## src/rtl/bin_to_bcd_seq_if.sv

```systemverilog
// Handshake bundle for the sequential binary-to-BCD converter.
// The master drives the start/operand side; the converter is the slave.
interface bin_to_bcd_seq_if #(
  parameter int WIDTH  = 8,
  parameter int DIGITS = 3
);
  logic                  start;
  logic [WIDTH-1:0]      bin;
  logic                  busy;
  logic                  done;
  logic [4*DIGITS-1:0]   bcd;
  logic                  overflow;

  modport master (output start, bin, input busy, done, bcd, overflow);
  modport slave  (input start, bin, output busy, done, bcd, overflow);
endinterface

```

## src/rtl/bin_to_bcd_seq.sv

```systemverilog
// Iterative double-dabble converter: one operand bit per clock, MSB first,
// with a sticky overflow flag for operands that do not fit in DIGITS digits.
module bin_to_bcd_seq #(
  parameter int WIDTH  = 8,
  parameter int DIGITS = 3
) (
  input  logic            clk,
  input  logic            rst,
  bin_to_bcd_seq_if.slave bus
);

  localparam int BCD_W = 4 * DIGITS;
  localparam int CNT_W = $clog2(WIDTH + 1);

  typedef enum logic [1:0] {IDLE, SHIFT, FINISH} state_t;

  state_t             state;
  logic [BCD_W-1:0]   scratch;
  logic [WIDTH-1:0]   operand;
  logic [CNT_W-1:0]   count;
  logic               ovf;
  logic               busy_r;
  logic               done_r;
  logic [BCD_W-1:0]   bcd_r;
  logic               overflow_r;
  logic [BCD_W-1:0]   adj;

  // Add 3 to every digit >= 5 so the following left shift carries correctly.
  function automatic logic [BCD_W-1:0] add3(input logic [BCD_W-1:0] s);
    logic [BCD_W-1:0] r;
    r = s;
    for (int k = 0; k < DIGITS; k++) begin
      if (s[4*k +: 4] >= 4'd5)
        r[4*k +: 4] = s[4*k +: 4] + 4'd3;
    end
    return r;
  endfunction

  always_comb begin
    adj = add3(scratch);
  end

  always_ff @(posedge clk) begin
    if (rst) begin
      state      <= IDLE;
      scratch    <= '0;
      operand    <= '0;
      count      <= '0;
      ovf        <= 1'b0;
      busy_r     <= 1'b0;
      done_r     <= 1'b0;
      bcd_r      <= '0;
      overflow_r <= 1'b0;
    end else begin
      done_r <= 1'b0;
      case (state)
        IDLE: begin
          if (bus.start) begin
            operand <= bus.bin;
            scratch <= '0;
            ovf     <= 1'b0;
            count   <= CNT_W'(WIDTH);
            busy_r  <= 1'b1;
            state   <= SHIFT;
          end
        end
        SHIFT: begin
          // The bit leaving the top digit means the operand exceeds 10^DIGITS-1.
          scratch <= {adj[BCD_W-2:0], operand[WIDTH-1]};
          ovf     <= ovf | adj[BCD_W-1];
          operand <= {operand[WIDTH-2:0], 1'b0};
          count   <= count - 1'b1;
          if (count == CNT_W'(1))
            state <= FINISH;
        end
        FINISH: begin
          bcd_r      <= scratch;
          overflow_r <= ovf;
          done_r     <= 1'b1;
          busy_r     <= 1'b0;
          state      <= IDLE;
        end
        default: begin
          busy_r <= 1'b0;
          state  <= IDLE;
        end
      endcase
    end
  end

  assign bus.busy     = busy_r;
  assign bus.done     = done_r;
  assign bus.bcd      = bcd_r;
  assign bus.overflow = overflow_r;

endmodule

```

## src/flat_wrapper.sv

```systemverilog
// flat-port wrapper written by rule: the top's interface ports become plain ports
module bin_to_bcd_seq_flat 
#(
  parameter int WIDTH  = 8,
  parameter int DIGITS = 3
)
  (clk, rst, bus_start, bus_bin, bus_busy, bus_done, bus_bcd, bus_overflow);
  bin_to_bcd_seq_if #(.WIDTH(WIDTH), .DIGITS(DIGITS)) bus_i ();
  input  logic clk;
  input  logic rst;
  input wire logic [$bits(bus_i.start)-1:0] bus_start;
  input wire logic [$bits(bus_i.bin)-1:0] bus_bin;
  output wire logic [$bits(bus_i.busy)-1:0] bus_busy;
  output wire logic [$bits(bus_i.done)-1:0] bus_done;
  output wire logic [$bits(bus_i.bcd)-1:0] bus_bcd;
  output wire logic [$bits(bus_i.overflow)-1:0] bus_overflow;
  assign bus_i.start = bus_start;
  assign bus_i.bin = bus_bin;
  assign bus_busy = bus_i.busy;
  assign bus_done = bus_i.done;
  assign bus_bcd = bus_i.bcd;
  assign bus_overflow = bus_i.overflow;
  bin_to_bcd_seq #(.WIDTH(WIDTH), .DIGITS(DIGITS)) u_core (.clk(clk), .rst(rst), .bus(bus_i));
endmodule
```

## config.mk

```make
export PLATFORM = sky130hd
export DESIGN_NAME = bin_to_bcd_seq_flat
export DESIGN_NICKNAME = d
export VERILOG_FILES = /design/src/rtl/bin_to_bcd_seq_if.sv /design/src/rtl/bin_to_bcd_seq.sv /design/src/flat_wrapper.sv
export SDC_FILE = /design/constraint.sdc
export NUM_CORES = 1
export LEC_CHECK = 0
export ABC_AREA = 1
export CELL_PAD_IN_SITES_DETAIL_PLACEMENT = 0
export CELL_PAD_IN_SITES_GLOBAL_PLACEMENT = 1
export CORE_MARGIN = 10
export CORE_UTILIZATION = 35
export DETAILED_ROUTE_END_ITERATION = 16
export GPL_TIMING_DRIVEN = 0
export PLACE_DENSITY = 0.77
export SETUP_SLACK_MARGIN = 0.4
export SKIP_LAST_GASP = 1
export SLEW_MARGIN = 30
export SYNTH_ARGS = -nofsm -noshare
export SYNTH_HDL_FRONTEND = slang
export SYNTH_SLANG_ARGS = --single-unit
```

## constraint.sdc

```tcl
create_clock -name clk -period 2.6 [get_ports clk]
set_clock_uncertainty 0.2 [all_clocks]
set_input_delay 0.26 -clock clk [delete_from_list [all_inputs] [get_ports clk]]
set_output_delay 0.26 -clock clk [all_outputs]
set_load 0.01 [all_outputs]
```

==> results of run 1 <==
==> per-stage QoR <==
step	instance area [um^2]	std cells	total power [mW]	setup slack [ps]	hold WS [ps]
2_1_floorplan	1900	256	0.823	1220	129
3_3_place_gp	2240	351	0.893	721	251
3_5_place_dp	2240	351	0.894	706	255
4_1_cts	2320	358	1.30	929	265
5_1_grt	2320	358	1.35	827	294
6_report	2320	358	1.29	910	266
==> power groups by stage <==
stage | clock, mW | combinational, mW | sequential, mW
2_1_floorplan | 0 | 0.118 | 0.705
5_1_grt | 0.443 | 0.212 | 0.694
6_report | 0.414 | 0.186 | 0.690
4_1_cts | 0.418 | 0.191 | 0.690
3_3_place_gp | 0 | 0.189 | 0.705
3_5_place_dp | 0 | 0.189 | 0.705
==> synth_stat cells <==
cell type	instances
a22oi_1	5
nor3_1	2
nor2_1	19
nand2_4	2
nand4_1	6
dfxtp_1	42
o211ai_1	1
nand3_1	22
o21ai_1	3
a21oi_2	1
buf_4	1
inv_8	1
buf_8	1
inv_4	1
clkbuf_1	4
o21ai_0	17
ha_1	8
nor2_4	1
nand2_1	60
inv_2	2
inv_1	24
nor2_2	1
a21oi_1	29
buf_2	3
==> cells by family after synthesis <==
kind of cell             share of synthesized area, %
AND/OR/NAND/NOR                                  26.0
AO/OA/AOI/OAI                                    15.7
flip-flops                                       44.2
buffers and inverters                            8.82
adder cells (fa/ha/maj)                          5.26
==> registers in the layout, summed over array words and instances, names as in the netlist <==
name                 flops
u_core.bus.bcd          12
u_core.bus.busy          1
u_core.count             4
u_core.bus.done          1
u_core.state             2
u_core.operand           8
u_core.scratch          12
u_core.ovf               1
u_core.bus.overflow      1
==> tightest hold or removal path: stages (launching register included) <==
cell and delay, ps:
dfxtp_1 310, nand2_1 60, a21oi_1 50
==> cell type report <==
type                    count  area (um^2)  share of cell area, %
multi-input cells         177          893                   38.5
flip-flops and latches     42          841                   36.3
repair buffers             25          250                   10.8
inverters                  28          115                   4.96
well taps                  70         87.6                   3.78
clock buffers               5         68.8                   2.97
plain buffers               9         52.6                   2.27
clock inverters             2         10.0                  0.432
==> metal layers <==
metal | wire [um] | part of all wire (%) | vias up
met5 | 0 | 0 | -
met4 | 59 | 1.3 | 0
met3 | 238 | 5.0 | 6
met2 | 2220 | 47 | 32
met1 | 2190 | 47 | 802
li1 | - | - | 909
==> final timing paths <==
path / startpoint / end / slack [ps] / cells past startpoint
max: u_core.bus.bcd[9] / bus_bcd[9] / 910 / 1
min: u_core.operand[6] / u_core.operand[6] / 270 / 2
max reg2reg: u_core.scratch[4] / u_core.scratch[8] / 980 / 9
min reg2reg: u_core.operand[6] / u_core.operand[6] / 270 / 2
==> results.tsv, run 1 <==
stage	metric	value	unit
route	drc	0	
synth	netlist_area	0.00190	mm^2
pwr	ir_worst_vdd	0.000322	V
critical_path	slowest_delay	550	ps
global_route	grt_start_max_net_pins	13	
pwr	leakagePower	0.964	nW
cts	htreeDepth	2	
synth	yosys_warnings	0	
cts	cts_made_buffers	5	
synth	synth_top_area_share	44.2	%
global_route	antenna_found_initial	0	
synth	synth_top_cell_by_area	dfxtp_1	
global_route	grt_pass1_wl	8.03	mm
global_route	overflow	0	
critical_path	critPathBufInv	1	
critical_path	critPathCaptureType	output port	
cells_and_area	area_growth	21.9	%
pwr	p_seq_share	53.5	%
route	wl_per_cell	13.2	um
pwr	p_sw_share	28.2	%
global_route	grt.total_usage	11.4	%
synth	yosysSeqAreaShare	44.2	%
critical_path	cp_top_family	buffers and inverters	
cells_and_area	antenna_cells	0	
global_route	met3_usage	3.60	%
status	status	finished clean	
synth	synthTopCellsByArea	dfxtp_1 44%, nand2_1 12%, a21oi_1 7.6%	
sta	setup_viol	0	
die	core-area	0.00517	mm^2
cells_and_area	final_cell_mix	60 x nand2_1, 42 x dfxtp_1, 29 x a21oi_1	
sta	fin_crit_sh	65.0	%
cells_and_area	fin_nets	307	
cts	clock-sinks	42	
sta	final_hold_viol_count	0	
critical_path	slowest_stage	clkdlybuf4s50_1	
synth	synth.distinct_cells	24	
global_route	busiest_layer	met2	
sta	slew_headroom	59.9	%
die	initial_core_util	36.8	%
cells_and_area	layout_commonest_cell	nand2_1	
critical_path	startpoint_type	flip-flop	
sta	drv_slew	0	
route	viasPerCell	4.89	
global_route	use_met2	19.0	%
synth	syn_nets	275	
route	postRouteAntennaNets	0	
pwr	p_clk_share	32.1	%
cts	cts_tree	done	
critical_path	cp_max_fo	2	
cells_and_area	utilization	44.8	%
cts	hold_buffers	0	
pwr	internal_power	0.926	mW
cts	cts_buffer_depth	2	
placement	place_hpwl	3.40	mm
sta	setup_tns	0	ps
cts	cts_root_buffer	clkbuf_8	
global_route	grt_util_met1	13.6	%
sta	worstMarginPinSlew	602	ps
pwr	power.switching	0.364	mW
sta	min_period	1690	ps
die	fp.dieW	93.7	um
cts	cts.clk_slew.worst_paths	80	ps
flow_run	drv_cap	0	
cts	postCtsSetupBuffers	0	
sta	rsz0062_at_grt	false	
synth	syn_inst	256	
route	drt_first_iter_violations	115	
pwr	pwr-share-comb	14.4	%
cts	clk-insertion-delay-late	300	ps
cts	ctsResizeCount	0	
die	rows	26	
synth	yosys_register_bits	42	
critical_path	crit_required	2140	ps
hold_path	min-delay-path-class	reg2reg	
pwr	power_density	556	mW/mm^2
die	die-area	0.00878	mm^2
sta	clock.fmax	0.592	GHz
cells_and_area	drive_gt1_share	7.29	%
critical_path	critical_path_class	reg2out	
global_route	first_global_vias	1654	
route	firstDrtPassIters	4	
synth	syn_area_per_cell	7.43	um^2
route	wirelength	4.72	mm
route	vias	1749	
cells_and_area	n_fill_cell	540	
die	ios	26	
critical_path	crit_chain	clkdlybuf4s50_1	
placement	place.gp.congestion	0.857	
die	die_h	93.7	um
critical_path	cp.arrival	1230	ps
placement	portBuffers	25	
No activity file was read; power rests on OpenSTA's default activity.
==> run 2, diff against run 1 <==
Clock period 2.6 ns to 1.7 ns, I/O delays scaled along.
==> results.tsv, run 2 (same netlist as run 1, synthesis figures left out) <==
stage	metric	value	unit
sta	clock.fmax	0.706	GHz
cells_and_area	fin_cells	392	
route	drc	0	
critical_path	slowest_stage	dfxtp_2	
cells_and_area	area_growth	60.9	%
critical_path	critPathBufInv	4	
critical_path	rrSetupSlack	280	ps
sta	drv_slew	0	
cts	cts_buffer_depth	2	
route	postRouteAntennaNets	0	
critical_path	critPathCaptureType	flip-flop	
hold_path	whs_endpoint	u_core.scratch[5]	
cts	cts.clk_slew.worst_paths	80	ps
critical_path	cp_max_fo	5	
sta	rsz0062_at_grt	true	
die	ios	26	
cells_and_area	fin_nets	341	
hold_path	hp-start	rst	
sta	min_period	1420	ps
cts	cts_made_buffers	5	
global_route	overflow	0	
die	die_h	93.7	um
route	firstDrtPassIters	4	
global_route	grt.total_usage	13.5	%
placement	portBuffers	25	
critical_path	slowest_delay	330	ps
critical_path	crit_chain	inv_2 > nor2_4 > buf_12 > buf_6 > clkbuf_16 > a22oi_2 > a21oi_1	
global_route	antenna_found_initial	0	
die	rows	26	
sta	final_hold_viol_count	1	
route	wirelength	5.90	mm
cts	cts_tree	done	
route	drt_first_iter_violations	84	
die	die-area	0.00878	mm^2
hold_path	min-delay-path-class	in2reg	
route	vias	1991	
cells_and_area	final_cell_mix	40 x nand2_1, 31 x dfxtp_1, 21 x a21oi_1, 21 x buf_4, 17 x nor2_1	
sta	fin_crit_sh	83.4	%
cts	cts_root_buffer	clkbuf_8	
cts	hold_buffers	0	
placement	place_hpwl	3.39	mm
critical_path	cp.arrival	1380	ps
critical_path	critical_path_class	reg2reg	
route	viasPerCell	5.08	
critical_path	r2r_end	u_core.operand[2]	
placement	dp_cells	351	
global_route	grt_start_max_net_pins	13	
cts	clk-insertion-delay-late	300	ps
cts	clock-sinks	42	
critical_path	r2r-start	u_core.state[0]	
global_route	grt_pass1_wl	9.59	mm
sta	worstMarginPinSlew	589	ps
hold_path	min_path_cells	2	
sta	setup_viol	0	
die	core-area	0.00517	mm^2
placement	place.gp.congestion	0.832	
sta	slew_headroom	60.7	%
pwr	power_density	735	mW/mm^2
status	status	finished with violations	
cells_and_area	layout_commonest_cell	nand2_1	
cells_and_area	drive_gt1_share	46.3	%
status	violations	negative hold slack	
sta	holdWs	-63.9	ps
critical_path	crit_required	1670	ps
critical_path	cp_top_family	buffers and inverters	
flow_run	drv_cap	0	
pwr	leakagePower	1.35	nW
cells_and_area	antenna_cells	0	
critical_path	worstRegToRegCells	7	
die	initial_core_util	36.8	%
pwr	ir_worst_vdd	0.000478	V
sta	setup_tns	0	ps
die	fp.dieW	93.7	um
route	wl_per_cell	15.0	um
critical_path	startpoint_type	flip-flop	
global_route	first_global_vias	2011	
cts	htreeDepth	2	
==> run 2: changes by cell type in the layout (fill, tap and decap cells not counted), sizes merged <==
cell           before  now
clkbuf              9   17
clkdlybuf4s50      25    9
buf                 5   38
dlymetal6s2s        0    1
dlygate4sd2         0    4
clkdlybuf4s15       0    4
==> run 2: where the power goes <==
part	switching, mW	internal [mW]
sequential	0.0337	1.03
clock	0.353	0.276
combinational	0.272	0.286
total	0.659	1.59
==> run 2: worst max-delay path by stage <==
stage	start	to	slack [ps]	cells after the start
floorplan	u_core.scratch[0]	u_core.scratch[4]	400	9
global placement	rst	u_core.bus.bcd[2]	-110	5
detailed placement	rst	u_core.bus.bcd[2]	-130	5
CTS	u_core.state[0]	u_core.scratch[8]	260	9
global route	u_core.state[0]	u_core.operand[2]	210	7
finish	u_core.state[0]	u_core.operand[2]	280	7
==> run 2: cell type report <==
cell class | count | area (um^2)
buffer | 9 | 95.1
clock buffer | 5 | 68.8
clock inverter | 2 | 10.0
fill | 435 | 2110
inverter | 28 | 130
multi-input combinational | 177 | 1220
sequential | 42 | 862
tap | 70 | 87.6
timing repair buffer | 59 | 584
==> run 2: layer usage <==
| layer | GRT usage [%] | wire length [um] |
|---|---|---|
| met1 | 15.9 | 2610 |
| met2 | 23.6 | 2850 |
| met3 | 3.68 | 261 |
| met4 | 3.42 | 177 |
| met5 | 0 | 0 |
==> run 2: worst register-to-register path, delay by kind of cell, from the launching register on <==
family,cells,cell delay (ps)
buf+inv,4,470
compound gates,2,250
flops,1,330
simple gates,1,50
==> run 2: what timing repair did <==
item / 4_1_cts / 5_1_grt
setup buffers: 29 / 2
gates cloned: 2 / 1
gates resized for setup: 90 / 81
pin swaps: 32 / 28
endpoints found under the setup margin: 57 / 51
hold endpoints to repair: 0 / 1
==> run 2: per-stage QoR <==
step / power, mW / hold slack [ps] / instance area (um^2) / worst slack (ps) / utilization (%)
detailed placement: 1.37 / 258 / 2260 / -125 / 43.6
global placement: 1.36 / 253 / 2260 / -109 / 43.6
CTS: 2.18 / 228 / 2850 / 264 / 55.2
global route: 2.34 / -25.8 / 3060 / 208 / 59.1
floorplan: 1.26 / 39.1 / 1920 / 396 / -
finish: 2.25 / -63.9 / 3060 / 283 / 59.1
==> run 3, diff against run 2 <==
Clock period 1.7 ns to 1.35 ns, I/O delays scaled along.
==> results.tsv, run 3 (same netlist as run 1, synthesis figures left out) <==
stage	metric	value	unit
pwr	power.switching	0.747	mW
die	initial_core_util	36.8	%
critical_path	cp_max_fo	4	
critical_path	r2r-start	u_core.scratch[4]	
pwr	internal_power	2.07	mW
sta	setup_viol	1	
route	wl_per_cell	14.2	um
placement	portBuffers	25	
critical_path	critPathCaptureType	flip-flop	
cts	cts_made_buffers	5	
hold_path	hp-start	rst	
die	die-area	0.00878	mm^2
cells_and_area	drive_gt1_share	42.3	%
route	wirelength	5.50	mm
critical_path	worstRegToRegCells	9	
global_route	grt_start_max_net_pins	13	
sta	rsz0062_at_grt	true	
critical_path	cp_top_family	simple AND/OR/NAND/NOR gates	
critical_path	rrSetupSlack	-10	ps
global_route	overflow	0	
route	firstDrtPassIters	4	
route	vias	1879	
cells_and_area	layout_commonest_cell	nand2_1	
critical_path	critical_path_class	reg2reg	
die	die_h	93.7	um
cts	cts_buffer_depth	2	
global_route	grt_pass1_wl	8.96	mm
global_route	antenna_found_initial	0	
pwr	p_seq_share	47.4	%
cts	cts_tree	done	
sta	clock.fmax	0.734	GHz
sta	min_period	1360	ps
critical_path	r2r_end	u_core.scratch[8]	
pwr	finalPower	2.82	mW
flow_run	drv_cap	0	
placement	place.gp.congestion	0.779	
die	rows	26	
cells_and_area	final_cell_mix	48 x nand2_1, 26 x a21oi_1, 24 x buf_4	
critical_path	crit_chain	inv_4 > ha_4 > inv_2 > nand2_4 > nand3_4 > nand2_4 > nor2_4 > nor2_1 > nor2_1	
critical_path	cp.arrival	1390	ps
cts	cts.clk_slew.worst_paths	80	ps
placement	place_hpwl	3.48	mm
cts	hold_buffers	0	
sta	worstMarginPinSlew	329	ps
die	ios	26	
sta	holdWs	-99.4	ps
die	fp.dieW	93.7	um
placement	dp_cells	351	
status	violations	negative hold slack, negative setup slack	
route	drt_first_iter_violations	59	
cts	cts_root_buffer	clkbuf_8	
pwr	p_clk_share	33.5	%
pwr	ir_worst_vdd	0.000588	V
critical_path	slowest_stage	dfxtp_4	
cells_and_area	final_area	0.00291	mm^2
cells_and_area	antenna_cells	0	
critical_path	slowest_delay	390	ps
global_route	grt.total_usage	12.7	%
sta	layout_setup_ws	-11.9	ps
cts	clock-sinks	42	
cells_and_area	fin_cells	387	
route	viasPerCell	4.86	
global_route	first_global_vias	1848	
route	postRouteAntennaNets	0	
critical_path	startpoint_type	flip-flop	
cells_and_area	fin_nets	335	
pwr	power_density	967	mW/mm^2
hold_path	min_path_cells	2	
sta	final_hold_viol_count	1	
pwr	pwr-share-comb	19.1	%
sta	fin_crit_sh	101	%
status	status	finished with violations	
cells_and_area	area_growth	53.2	%
die	core-area	0.00517	mm^2
pwr	p_sw_share	26.5	%
critical_path	critPathBufInv	2	
sta	drv_slew	0	
route	drc	0	
cts	htreeDepth	2	
cts	clk-insertion-delay-late	290	ps
placement	post_dp_cell_area	0.00233	mm^2
hold_path	whs_endpoint	u_core.scratch[5]	
hold_path	min-delay-path-class	in2reg	
critical_path	crit_required	1380	ps
pwr	leakagePower	1.32	nW
cells_and_area	n_fill_cell	504	
sta	slew_headroom	78.0	%
## run 3: cell count changes in the layout (fill, tap and decap cells not counted), moves of 7 or more
cell	delta
dfxtp_1	-13
dfxtp_2	+13
buf_6	+12
nand3_1	+9
nand2_1	+8
nand2_2	-8
clkbuf_2	-7
nand3_2	-7
## run 3: layout make-up
cell class	instances	area (um^2)	area share [%]
well taps	70	87.6	3.01
inverters	28	133	4.55
repair buffers	52	500	17.2
plain buffers	9	93.8	3.22
multi-input cells	178	1110	38.1
clock buffers	8	110	3.78
flip-flops and latches	42	878	30.1
## run 3: worst max-delay path by stage
stage	slack (ps)	startpoint	cells after the start	endpoint
5_1_grt	-80	u_core.scratch[4]	9	u_core.scratch[8]
6_report	-10	u_core.scratch[4]	9	u_core.scratch[8]
3_3_place_gp	-410	rst	5	u_core.bus.bcd[2]
4_1_cts	20	u_core.state[0]	8	u_core.operand[0]
2_1_floorplan	80	u_core.state[0]	8	u_core.scratch[1]
3_5_place_dp	-420	rst	5	u_core.bus.bcd[2]
## run 3: stage by stage
step                      setup WS (ps)  setup TNS (ps)  util (%)
after floorplan                    76.2               0         -
after global placement             -410          -10920      45.0
after detailed placement           -416          -11320      45.0
after CTS                          21.3               0      54.1
after global routing              -84.0            -833      56.3
final                             -11.9           -11.9      56.3
## run 3: what timing repair did
action                     CTS  global route
hold endpoints to repair     0             1
resized for setup          127            27
gates cloned                 1             2
setup buffers               23             2
setup endpoints to repair   57            57
pin swaps                   13             5
## run 3: power groups by stage
stage | Combinational (mW) | Clock, mW | Sequential (mW)
global placement | 0.365 | 0 | 1.36
detailed placement | 0.367 | 0 | 1.36
global route | 0.592 | 1.03 | 1.34
floorplan | 0.232 | 0 | 1.36
CTS | 0.475 | 0.980 | 1.33
finish | 0.539 | 0.943 | 1.34
## run 3: per-layer routing
metal	vias up	track usage, %	part of all wire (%)
li1	962	-	-
met1	870	14.2	43
met2	35	22.4	51
met3	12	3.52	3.9
met4	0	4.56	2.0
met5	-	0	0
